===== config.mk =====
export PLATFORM = sky130hd
export DESIGN_NAME = serial_add_unit
export DESIGN_NICKNAME = d
export VERILOG_FILES = /design/src/rtl/serial_add_unit.sv
export SDC_FILE = /design/constraint.sdc
export NUM_CORES = 1
export LEC_CHECK = 0
export CORE_MARGIN = 5
export CORE_UTILIZATION = 35
export CTS_CLUSTER_DIAMETER = 100
export DETAILED_ROUTE_END_ITERATION = 16
export PLACE_DENSITY_LB_ADDON = 0.2
export SLEW_MARGIN = 20
export SYNTH_ARGS = -nofsm -noshare
export SYNTH_HDL_FRONTEND = slang
export SYNTH_SLANG_ARGS = --single-unit

===== constraint.sdc =====
create_clock -name clk -period 1.9 [get_ports clk]
set_input_delay 0.475 -clock clk [delete_from_list [all_inputs] [get_ports clk]]
set_output_delay 0.475 -clock clk [all_outputs]
set_load 0.02 [all_outputs]

===== src/rtl/serial_add_unit.sv =====
// Bit-serial unsigned adder: two half-adder cells plus a registered carry form one full-add step per clock.
// Start to done is WIDTH+1 cycles; start is accepted only in IDLE, and start requests at any other time are dropped.

module half_adder (
    input  logic a,
    input  logic b,
    output logic sum,
    output logic carry
);
    assign sum   = a ^ b;
    assign carry = a & b;
endmodule

module serial_add_unit #(
    parameter int WIDTH = 8
) (
    input  logic             clk,
    input  logic             rst_n,
    input  logic             start,
    input  logic [WIDTH-1:0] a,
    input  logic [WIDTH-1:0] b,
    output logic             busy,
    output logic             done,
    output logic [WIDTH-1:0] sum,
    output logic             cout
);
    localparam int CW = $clog2(WIDTH + 1);
    localparam logic [CW-1:0] LAST = CW'(WIDTH - 1);

    localparam logic [1:0] IDLE  = 2'd0;
    localparam logic [1:0] SHIFT = 2'd1;
    localparam logic [1:0] DONE  = 2'd2;

    logic [1:0]       state;
    logic [WIDTH-1:0] a_sr;
    logic [WIDTH-1:0] b_sr;
    logic [WIDTH-1:0] res_sr;
    logic             carry;
    logic [CW-1:0]    cnt;

    logic             p, g, s, t, c_next;
    logic [WIDTH:0]   res_cat;
    logic [WIDTH-1:0] res_next;

    // First cell adds the operand bits, second folds in the carry.
    half_adder u_ha_op (.a(a_sr[0]), .b(b_sr[0]), .sum(p), .carry(g));
    half_adder u_ha_c  (.a(p),       .b(carry),   .sum(s), .carry(t));

    assign c_next   = g | t;
    assign res_cat  = {s, res_sr};
    assign res_next = res_cat[WIDTH:1];

    assign busy = (state == SHIFT);
    assign done = (state == DONE);

    always_ff @(posedge clk or negedge rst_n) begin
        if (!rst_n) begin
            state  <= IDLE;
            a_sr   <= '0;
            b_sr   <= '0;
            res_sr <= '0;
            carry  <= 1'b0;
            cnt    <= '0;
            sum    <= '0;
            cout   <= 1'b0;
        end else begin
            case (state)
                IDLE: begin
                    if (start) begin
                        a_sr   <= a;
                        b_sr   <= b;
                        res_sr <= '0;
                        carry  <= 1'b0;
                        cnt    <= '0;
                        state  <= SHIFT;
                    end
                end
                SHIFT: begin
                    a_sr   <= a_sr >> 1;
                    b_sr   <= b_sr >> 1;
                    res_sr <= res_next;
                    carry  <= c_next;
                    cnt    <= cnt + 1'b1;
                    // Outputs only move on the final bit so they hold the old result while busy.
                    if (cnt == LAST) begin
                        sum   <= res_next;
                        cout  <= c_next;
                        state <= DONE;
                    end
                end
                DONE:    state <= IDLE;
                default: state <= IDLE;
            endcase
        end
    end
endmodule


==> flow_summary_export.csv <==
group,metric,value,unit
finish,layout_commonest_cell,"dfrtp_1",
cts,cts_hold_buf,0,
yosys,synth.avg_cell_area,11.41,um^2
place,dp_hpwl,2585,um
yosys,synthArstFlopShare,100.0,%
timing,fmax,565.7,MHz
power,power.density,1573,nW/um^2
floorplanning,die_area,6426,um^2
global_routing,grt_antenna_before_repair,0,
timing,worst_clock_skew,0.008666,ns
route,drtAntennaViolNets,0,
timing,hold_viol_final,0,
floorplanning,rows,25,
timing,fin_crit_sh,93.05,%
yosys,synthDistinctLibCells,22,
power,power_leakage,0.9903,nW
finish,mostFrequentLayoutCells,"dfrtp_1 (39), clkdlybuf4s50_1 (26), o21ai_0 (17), a21oi_1 (17), nor2b_1 (15)",
yosys,synth_edf_count,0,
route,routed_wl,3688,um
yosys,synthCells,151,
route,vias,1305,
cts,cts_tree,"done",
timing,finalCriticalPeriod,1.768,ns
route,viasPerCell,5.058,
timing,setup-violations-final,0,
timing,slew_headroom,67.13,%
min_path,min_path_type,"in -> async",
timing,slew_violations,0,
floorplanning,die-height,80.16,um
route,detail_route.wl_per_cell,14.29,um
critical_path,end_kind,"output pin",
timing,worst_pin_slew,0.4930,ns
global_routing,overflow,0,
power,peakVddDrop,0.0006621,V
power,design_power_total,3.572,mW
critical_path,crit_fanout,5,
yosys,syn_area,1723,um^2
global_routing,grt_max_degree,40,
global_routing,grt_pass1_vias,1430,
run_status,status,"finished clean",
finish,design_area,2271,um^2
place,place.gp.congestion,0.7661,
route,dr.pass1.iters,4,
place,placed_cell_area,2141,um^2
timing,setup-tns-final,0,ns
yosys,yosys_warnings,0,
cts,clock-root-buffer,"clkbuf_8",
finish,syn_to_final_growth,31.81,%
finish,fillers,459,
floorplanning,coreArea,4755,um^2
route,drc_errors,0,
critical_path,critPathLaunchType,"flip-flop",
yosys,synth_ff_type,"dfrtp_1",
place,port_buffers,29,
cts,htree_levels,2,
global_routing,grt_pass1_wl,6575,um
critical_path,path_class,"reg -> out",
cts,cts.sinks,39,
critical_path,arrival,1.29,ns
finish,n_antenna_cell,0,
cts,clk_path_buf_depth,2,
cts,post_cts_resized,2,
global_routing,grt_usage,13.29,%
finish,nNetsFinal,211,
finish,final_layout_size_suffix_gt1_share,16.75,%
yosys,ys_seq_area_share,56.64,%
yosys,ys_ff_latch,39,
floorplanning,initial_core_util,36.24,%
cts,cts_made_buffers,5,
route,drt_iter0_markers,110,
critical_path,critPathRequiredTime,1.42,ns
floorplanning,die_w,80.16,um
cts,clk_pin_slew_worst_paths,0.08,ns
flow_run,cap_violations,0,
yosys,syn_nets,172,
floorplanning,io_pins,30,
cts,cts_setup_buffers,0,
timing,grt_setup_unrepaired,"false",
cts,worstSkewPairLatency,0.29,ns
[cells in the mapped netlist (all sizes together), types with 2 or more instances]
master	instances	area share, %
and2b	2	0.87
a22oi	13	5.7
clkbuf	5	1.1
o21ai	17	4.9
nand2	6	1.3
buf	4	1.3
nor2b	15	5.4
nand3	3	0.87
mux2	10	6.5
nor2	2	0.44
a21oi	17	4.9
a22o	10	5.1
dfrtp	39	57
[registers in the layout (all words and copies together) (netlist names)]
register	cells
a_sr	8
b_sr	8
sum	8
res_sr	7
cnt	4
state	2
carry	1
cout	1
[power by group]
part           internal, mW  switching, mW
logic                 0.687          0.668
registers              1.16          0.252
clock network         0.525          0.283
total                  2.37           1.20
[worst paths after layout]
| kind | from | endpoint | slack, ns | depth (start not counted) |
|---|---|---|---|---|
| max in group asynchronous | rst_n | cnt[0] | 1.32 | 2 |
| min reg2reg | b_sr[6] | b_sr[6] | 0.50 | 2 |
| max reg2reg | state[1] | sum[0] | 0.33 | 5 |
| max | state[1] | busy | 0.13 | 3 |
| min | rst_n | a_sr[5] | 0.23 | 2 |
| min in group clk | b_sr[6] | b_sr[6] | 0.50 | 2 |
[area by class of cell]
cell class                      count  area, um^2  area share [%]
Inverter                            1       3.754          0.1653
Timing Repair Buffer               41       372.9           16.42
Tap cell                           67       83.83           3.691
Clock inverter                      2       60.06           2.645
Multi-Input combinational cell    102       701.9           30.91
Clock buffer                        6       72.57           3.196
Sequential cell                    39       975.9           42.98
[cell families after synthesis]
kind of cell               Yosys count  share of synthesized area (%)
adders and majority gates            2                          1.888
buffers and inverters               10                          2.614
muxes                               10                          6.536
AOI/OAI and AO/OA                   58                          21.06
DFF                                 39                          56.65
and+or+nand+nor                     32                          11.26
[routing by layer]
metal	GRT usage, %	vias up	routed length [um]
li1	-	627	-
met1	16.10	648	1651
met2	21.94	23	1794
met3	4.260	7	186
met4	5.068	0	56
met5	0	-	0
[per-stage QoR]
stage | utilization, % | hold slack, ns | instances | setup slack [ns]
after floorplan | - | 0.1794 | 151 | 0.2819
after global placement | 45.03 | 0.4802 | 250 | 0.1714
after detailed placement | 45.03 | 0.4793 | 250 | 0.1547
after CTS | 47.76 | 0.2524 | 258 | 0.1062
after global routing | 47.76 | 0.2757 | 258 | 0.06082
final | 47.76 | 0.2269 | 258 | 0.1321
[worst max-delay path, stage by stage, from the launching register on]
cell	delay, ns
dfrtp_1	0.42
nand2b_2	0.20
inv_1	0.07
dlygate4sd2_1	0.33
Note: power is estimated with default switching activity, not from simulation.
